[src/rtl/rename_sequencer.sv]
// Rename sequencer: allocates ROB tags at dispatch, retires them in order at commit,
// and drives map-table rename writes and commit-time clears, including a one-cycle flush.
module rename_sequencer #(
  parameter int ROBsize      = 8,
  parameter int mapValueSize = $clog2(ROBsize+1)
) (
  input  logic                          clk,
  input  logic                          reset,
  input  logic                          dispatch_valid_i,
  input  logic                          dispatch_regWrite_i,
  input  logic [4:0]                    dispatch_rd_i,
  output logic                          dispatch_ready_o,
  output logic [mapValueSize-1:0]       dispatch_tag_o,
  input  logic                          commit_valid_i,
  output logic [mapValueSize-1:0]       commit_tag_o,
  input  logic                          flush_i,
  output logic [4:0]                    decodeWriteAddr_o,
  output logic [mapValueSize-1:0]       decodeWriteData_o,
  output logic                          decodeRegWrite_o,
  output logic [4:0]                    commitReadAddr_o,
  input  logic [mapValueSize-1:0]       commitReadData_i,
  output logic [31:0]                   resets_o,
  output logic [$clog2(ROBsize+1)-1:0]  count_o
);

  localparam int CW    = $clog2(ROBsize+1);
  localparam int DEPTH = 2**mapValueSize;

  typedef enum logic {RUN, FLUSH} state_t;

  state_t                  state, state_next;
  logic [mapValueSize-1:0] head, tail;
  logic [CW-1:0]           count;
  // Entry table indexed directly by tag; slot 0 is never allocated.
  logic [4:0]              ent_rd [DEPTH];
  logic                    ent_w  [DEPTH];

  logic       not_empty, full, disp_fire, commit_fire, head_w;
  logic [4:0] head_rd;

  function automatic logic [mapValueSize-1:0] tag_inc(input logic [mapValueSize-1:0] t);
    return (t == mapValueSize'(ROBsize)) ? mapValueSize'(1) : t + mapValueSize'(1);
  endfunction

  assign not_empty        = (count != '0);
  assign full             = (count == CW'(ROBsize));
  assign dispatch_ready_o = (state == RUN) && !full && !flush_i;
  assign disp_fire        = dispatch_valid_i && dispatch_ready_o;
  assign commit_fire      = commit_valid_i && not_empty && (state == RUN) && !flush_i;
  assign head_rd          = ent_rd[head];
  assign head_w           = ent_w[head];
  assign commitReadAddr_o = not_empty ? head_rd : 5'd31;
  assign dispatch_tag_o   = tail;
  assign commit_tag_o     = head;
  assign count_o          = count;

  // Idle write port parks on r31 so the map table's address match never hides a clear.
  always_comb begin
    decodeRegWrite_o  = 1'b0;
    decodeWriteAddr_o = 5'd31;
    decodeWriteData_o = '0;
    if (disp_fire && dispatch_regWrite_i && (dispatch_rd_i != 5'd31)) begin
      decodeRegWrite_o  = 1'b1;
      decodeWriteAddr_o = dispatch_rd_i;
      decodeWriteData_o = tail;
    end
  end

  // A clear only applies if the map still points at this tag (no younger writer).
  always_comb begin
    resets_o = '0;
    if (state == FLUSH) begin
      resets_o = 32'hFFFF_FFFF;
    end else if (commit_fire && head_w && (head_rd != 5'd31) && (commitReadData_i == head)) begin
      resets_o[head_rd] = 1'b1;
    end
  end

  always_comb begin
    state_next = state;
    case (state)
      RUN:     state_next = flush_i ? FLUSH : RUN;
      FLUSH:   state_next = flush_i ? FLUSH : RUN;
      default: state_next = RUN;
    endcase
  end

  always_ff @(posedge clk or posedge reset) begin
    if (reset) begin
      state <= RUN;
      head  <= mapValueSize'(1);
      tail  <= mapValueSize'(1);
      count <= '0;
      for (int i = 0; i < DEPTH; i++) begin
        ent_rd[i] <= '0;
        ent_w[i]  <= 1'b0;
      end
    end else begin
      state <= state_next;
      if (state == FLUSH) begin
        head  <= mapValueSize'(1);
        tail  <= mapValueSize'(1);
        count <= '0;
      end else begin
        if (disp_fire) begin
          ent_rd[tail] <= dispatch_rd_i;
          ent_w[tail]  <= dispatch_regWrite_i;
          tail         <= tag_inc(tail);
        end
        if (commit_fire) begin
          head <= tag_inc(head);
        end
        case ({disp_fire, commit_fire})
          2'b10:   count <= count + CW'(1);
          2'b01:   count <= count - CW'(1);
          default: count <= count;
        endcase
      end
    end
  end

endmodule

[config.mk]
export PLATFORM = sky130hd
export DESIGN_NAME = rename_sequencer
export DESIGN_NICKNAME = d
export VERILOG_FILES = /design/src/rtl/rename_sequencer.sv
export SDC_FILE = /design/constraint.sdc
export NUM_CORES = 1
export LEC_CHECK = 0
export BUFFER_PORTS_ARGS = -buffer_cell sky130_fd_sc_hd__buf_2
export CAP_MARGIN = 15
export CELL_PAD_IN_SITES_DETAIL_PLACEMENT = 1
export CELL_PAD_IN_SITES_GLOBAL_PLACEMENT = 2
export CORE_MARGIN = 2
export CORE_UTILIZATION = 35
export CTS_CLUSTER_SIZE = 25
export DETAILED_ROUTE_END_ITERATION = 6
export GPL_TIMING_DRIVEN = 0
export HOLD_SLACK_MARGIN = 0.15
export PLACE_DENSITY = 0.72
export SYNTH_ARGS = -nofsm -noshare
export SYNTH_HDL_FRONTEND = slang
export SYNTH_SLANG_ARGS = --single-unit
export TNS_END_PERCENT = 10
[constraint.sdc]
create_clock -name clk -period 5.7 [get_ports clk]
set_input_delay 0.57 -clock clk [delete_from_list [all_inputs] [get_ports clk]]
set_output_delay 0.57 -clock clk [all_outputs]
set_load 0.005 [all_outputs]
# --- After elaboration in Yosys (flattened, before gate mapping) ---
# Cells that the tools add are included.
totals:
  output_inout_bits: 60
  in_bits: 15
  reg_bits: 109
  word_cells: 105
op_classes:
  add_sub_neg: 4
  bitwise: 3
  muxes: 29
  n_eq_ne: 8
  magnitude_cmp: 5
  n_reduce_logical: 20
ops:
  columns: ["operator", "n"]
  rows:
  - ["$bwmux 80", 1]
  - ["$mux 32", 2]
  - ["$mux 4", 8]
  - ["$mux 5", 5]
  - ["$bmux 5 s4", 1]
  - ["$demux 5 s4", 1]
  - ["$bwmux 16", 1]
  - ["$logic_and 1x1->1", 13]
  - ["$add 4x1->4 const B", 3]
  - ["$eq 4x4->1 const B", 3]
  - ["$ge 5x5->1 const B", 2]
  - ["$ne 5x5->1 const B", 2]
  - ["$not 4->5", 2]
  - ["$pmux 4 s2", 1]
  - ["$lt 5x6->1 const B", 1]
  - ["$mux 1", 6]
  - ["$demux 1 s5", 1]
  - ["$ge 5x1->1 const B", 1]
  - ["$lt 5x1->1 const B", 1]
  - ["$bmux 1 s4", 1]
  - ["$demux 1 s4", 1]
  - ["$eq 4x4->1", 1]
  - ["$reduce_bool 2->1", 2]
  - ["$reduce_bool 4->1", 1]
  - ["other kinds (7)", 8]

# --- Longest topological paths before layout ---
depth:
  word_depth: 10
  ltp_mapped: 10
  mapped_depth_nobuf: 8

# --- Worst setup path after synthesis ---
# OpenSTA, ideal clock, no wires.
synth_timing:
  path_kind: "register -> output"
  startpoint: "register head[0] (netlist: commit_tag_o[0])"
  endpoint: "output resets_o[17]"
  required_time_ps: 5130
  n_path_buf: 3
  t_arrival_ps: 2321
  path_stages_with_launch: 9
  path_slack_ps: 2809
  cell_sequence: "dfstp_2 > buf_6 > buf_6 > buf_6 > mux4_2 > nand3_1 > and4_4 > nand4b_4 > o31ai_1"
synth_between:
  elab_chain_len: 10
  word_cells_on_any_way: 19
  cone_classes: "order compare (2); eq/ne (2); mux (10); bitwise (1); reduce/logical (4)"
synth_rtl:
  columns: ["item", "line", "source"]
  rows:
  - ["start, declared", "32", "logic [mapValueSize-1:0] head, tail;"]
  - ["start signal, assigned", "91", "head <= mapValueSize'(1);"]
  - ["start signal, assigned", "101", "head <= mapValueSize'(1);"]
  - ["start signal, assigned", "111", "head <= tag_inc(head);"]
  - ["$not 4->5 (implied by the code)", "50, 51", null]
  - ["$bmux 5 s4", "50", "assign head_rd = ent_rd[head];"]
  - ["$mux 5 (implied by the code) (2 in a row)", "50", null]
  - ["$lt 5x6->1 (implied by the code) or $ge 5x1->1 (tied branches)", "75", "resets_o[head_rd] = 1'b1;"]
  - ["$logic_and 1x1->1 (implied by the code)", "75", null]
  - ["$mux 1 (implied by the code)", "75", null]
  - ["$demux 1 s5", "75", null]
  - ["$mux 32 (*)", "74", "end else if (commit_fire && head_w && (head_rd != 5'd31) && (commitReadData_i == head)) begin"]
  - ["$mux 32 (*)", "72", "if (state == FLUSH) begin"]
  - ["end, declared", "22", "output logic [31:0] resets_o,"]
# Every way passes the cells marked *; elsewhere a longest branch is shown, timed or not. The select of a mux whose other input is x is not followed.

# --- Worst setup path in the final report ---
layout_timing:
  startpoint: "register head[1] (netlist: commit_tag_o[1])"
  endpoint: "output resets_o[4]"
# The elaborated chain is that of the path after synthesis.

==> metrics.txt <==
DRC 0; average size of a mapped cell 12.72 um2; Internal 0.001323 W; Post-synth EDFFs 0; setup_tns 0 ns; Total Die Area 0.01788 mm2; Critical Path Start Type register; Yosys cell types 57; area grow syn2layout 16.42%; Post-DRT Antenna Nets 0; largest family of logic cells by synthesized area multiplexers; IO Count 75; largest net degree at the start of global routing 62; Seq/Total Area, Yosys 46.35%; Max Cap Viol 0; Clock Root Buffer clkbuf_16; initial antenna violation count 0; met3 GRT Util 3.691%; cells after synthesis 463; Pwr Total 0.001970 W; Yosys reg bits 109; max_slew headroom 29.31%; switching power 0.0006461 W; yosys warns 0; Post-Syn Nets 486; Tmin final 3.951 ns; hold crit path type in2async; CTS tree yes; Worst EP required 5.13 ns; met1 Use GR 26.35%; cell total after placement 758; Net Sw Frac 32.80%; Seq pwr share 43.5%; final setup vio count 0; reg2reg setup slack 2.69 ns; grt met2 use 32.96%; global routing's busiest layer met2; maximum VDD drop 0.2087 mV; Worst-Margin Slew 1.052 ns; Initial DRC Count 152; depth of the worst register-to-register path 9; vias in the first global route 4,323; unrepaired setup endpoints after global routing no; commonest register cell after synthesis dfrtp_1; XOR/XNOR share of the synthesized area 1.041%; Synth Area in Compound Gates 9.856%; Detailed Route WL 16,670 um; Clock Power Share 31.8%; clock sinks 109; Via density 5.320; fill cell count 1,828; # Post-CTS Setup Buffers 0; Post-DP HPWL 12,080 um; R2R Path End count_o[3]; Post-Syn Area 0.005891 mm2; gr usage total 19.62%; total congestion overflow 0; leak pwr 3.190 nW; synth top area cells dfrtp_1, mux2_2, mux4_2; layout cell share with drive strength beyond 1 45.67%; status complete, no violations; Worst EP arrival 3.38 ns; adder-cell share of the synthesized area 1.869%; post_cts resized 0; pwr/cell area 287.2 mW/mm2; mux cell area share after synthesis 27.74%; core box area 0.01652 mm2; CTS buffer count 9; final std cells w/o fill 774; clk_lat worst skew 0.36 ns; multi-input logic area 0.002974 mm2; worst r2r src count_o[1]; worst-path fanout max 10; H-tree lvl count 3; WL per Instance 21.53 um; Synth Area in Simple Gates 9.983%; leading area contributor after synthesis dfrtp_1; Die Wd 133.7 um; CTS Buffer Depth 2; die height 133.7 um; slowest CP cell dfrtp_1; Worst path top cell family by delay buffers and inverters; fin crit share 69.31%; Setup Skew 0.01013 ns; first-pass GRT wire length 26,490 um; WP buf/inv 3; top-area cell type share of the netlist area 45.45%; TritonRoute pass-1 iters 4; Crit path top cell by count buf_2; GP Congestion 0.7717; clock-pin slew on the worst setup and hold paths 0.07 ns; FFs w/ async S/R, synth 100.0%; diode count 0; Via Count 4,118; combinational share of power 24.7%; Critical Path, Cell by Cell buf_2, buf_2, mux4_2, nand2_1, and4_4, nand4_4, o31ai_1, buf_2; cell row count 47; final hold vios 0; nets 572; final max-slew violation count 0; Initial Util 35.65%; IO buf count 74; critical path type reg2out; crit-path max cell delay 0.64 ns; Worst setup EP type output port; hold buffers post-CTS 0; Register Area 0.002730 mm2; FMAX 253.1 MHz
==> registers in the layout, summed over array words and instances, names as in the netlist <==
name	flops
state	1
commit_tag_o	4
ent_w	16
ent_rd	80
count_o	4
dispatch_tag_o	4
==> Yosys cell counts (2+ instances only) <==
library cell,instances
a31oi_1,2
o31ai_2,8
buf_2,7
ha_1,8
and2_1,7
nor3_1,7
a221oi_1,3
a22oi_1,4
mux4_2,21
a21oi_1,6
xnor2_1,6
o21ai_0,10
nor2b_1,3
nand4_1,2
o21a_1,2
dfstp_2,2
nand3_2,2
dfrtp_1,107
or2_2,5
nand4_4,2
and3_1,4
buf_6,3
nand2_1,26
nor2_1,22
nand3_1,7
mux2i_1,8
clkbuf_1,19
a221oi_2,2
inv_1,9
o31ai_1,25
nand2b_1,3
mux2_2,96
==> cells by family after synthesis <==
logic type,count (synthesis)
adders and majority gates,9
xor gates and xnor gates,7
and+or+nand+nor,101
muxes,125
DFF,109
AOI/OAI and AO/OA,72
buffers and inverters,40
==> worst reg2reg max path, cell delays in order, from the launching register on <==
cell and delay (ns):
dfrtp_1 0.37, buf_2 0.17, or4_1 0.52, buf_2 0.18
nand3_1 0.39, nor2_1 0.17, ha_1 0.37, a2111oi_2 0.38
a211oi_1 0.10, o31ai_1 0.25
==> layer usage <==
layer  vias to the layer above  wire [um]
met5                         -          0
met4                         0        251
met3                        14        727
met2                       103       8074
met1                      2109       7612
li1                       1892          -
==> through the flow <==
stage,utilization (%),setup slack (ns),area [um2],hold WS (ns)
floorplan,-,2.259,5891,0.4752
global placement,39.55,1.090,6536,0.4840
detailed placement,39.74,2.132,6566,0.4911
CTS,41.50,1.747,6858,0.3339
global route,41.50,1.609,6858,0.3604
finish,41.50,1.749,6858,0.3092
==> cells in the final DEF (no fill, tap or decap), types with 4 or more instances in the layout <==
cell / synthesis / routed
mux2_2: 96 / 96
or2_2: 5 / 5
clkbuf_16: 0 / 9
o21ai_0: 10 / 10
ha_1: 8 / 8
xnor2_1: 6 / 6
mux4_2: 21 / 21
a21oi_1: 6 / 6
o31ai_1: 25 / 25
buf_2: 7 / 81
nand2_1: 26 / 26
clkbuf_1: 19 / 19
nor2_1: 22 / 22
inv_1: 9 / 8
and2_1: 7 / 7
and3_1: 4 / 4
nor3_1: 7 / 7
dfrtp_1: 107 / 107
nand3_1: 7 / 7
o31ai_2: 8 / 8
a22oi_1: 4 / 4
mux2i_1: 8 / 8
==> how the worst max path moves through the flow <==
stage	startpoint	end	slack (ns)	depth (start not counted)
2_1_floorplan	reset	commit_tag_o[1]	2.26	1
3_3_place_gp	reset	ent_rd[43]	1.09	2
3_5_place_dp	commit_tag_o[1]	resets_o[3]	2.13	8
4_1_cts	commit_tag_o[1]	resets_o[3]	1.75	8
5_1_grt	commit_tag_o[1]	resets_o[0]	1.61	8
6_report	commit_tag_o[1]	resets_o[4]	1.75	8
==> final cells by class <==
type	instances	area share, %
Multi-Input combinational cell	314	43.37
Tap cell	220	4.014
Buffer	30	2.153
Clock buffer	10	3.485
Sequential cell	109	39.81
Inverter	10	0.6021
Clock inverter	6	0.7663
Timing Repair Buffer	75	5.802
==> power groups by stage <==
| stage | Combinational, W | Clock, W | Sequential (W) |
|---|---|---|---|
| floorplan | 0.000331 | 0 | 0.000857 |
| global placement | 0.000477 | 0 | 0.000866 |
| detailed placement | 0.000492 | 0 | 0.000873 |
| CTS | 0.000493 | 0.000644 | 0.000857 |
| global route | 0.000532 | 0.000674 | 0.000865 |
| finish | 0.000487 | 0.000626 | 0.000857 |
(Power assumes the default switching activity.)
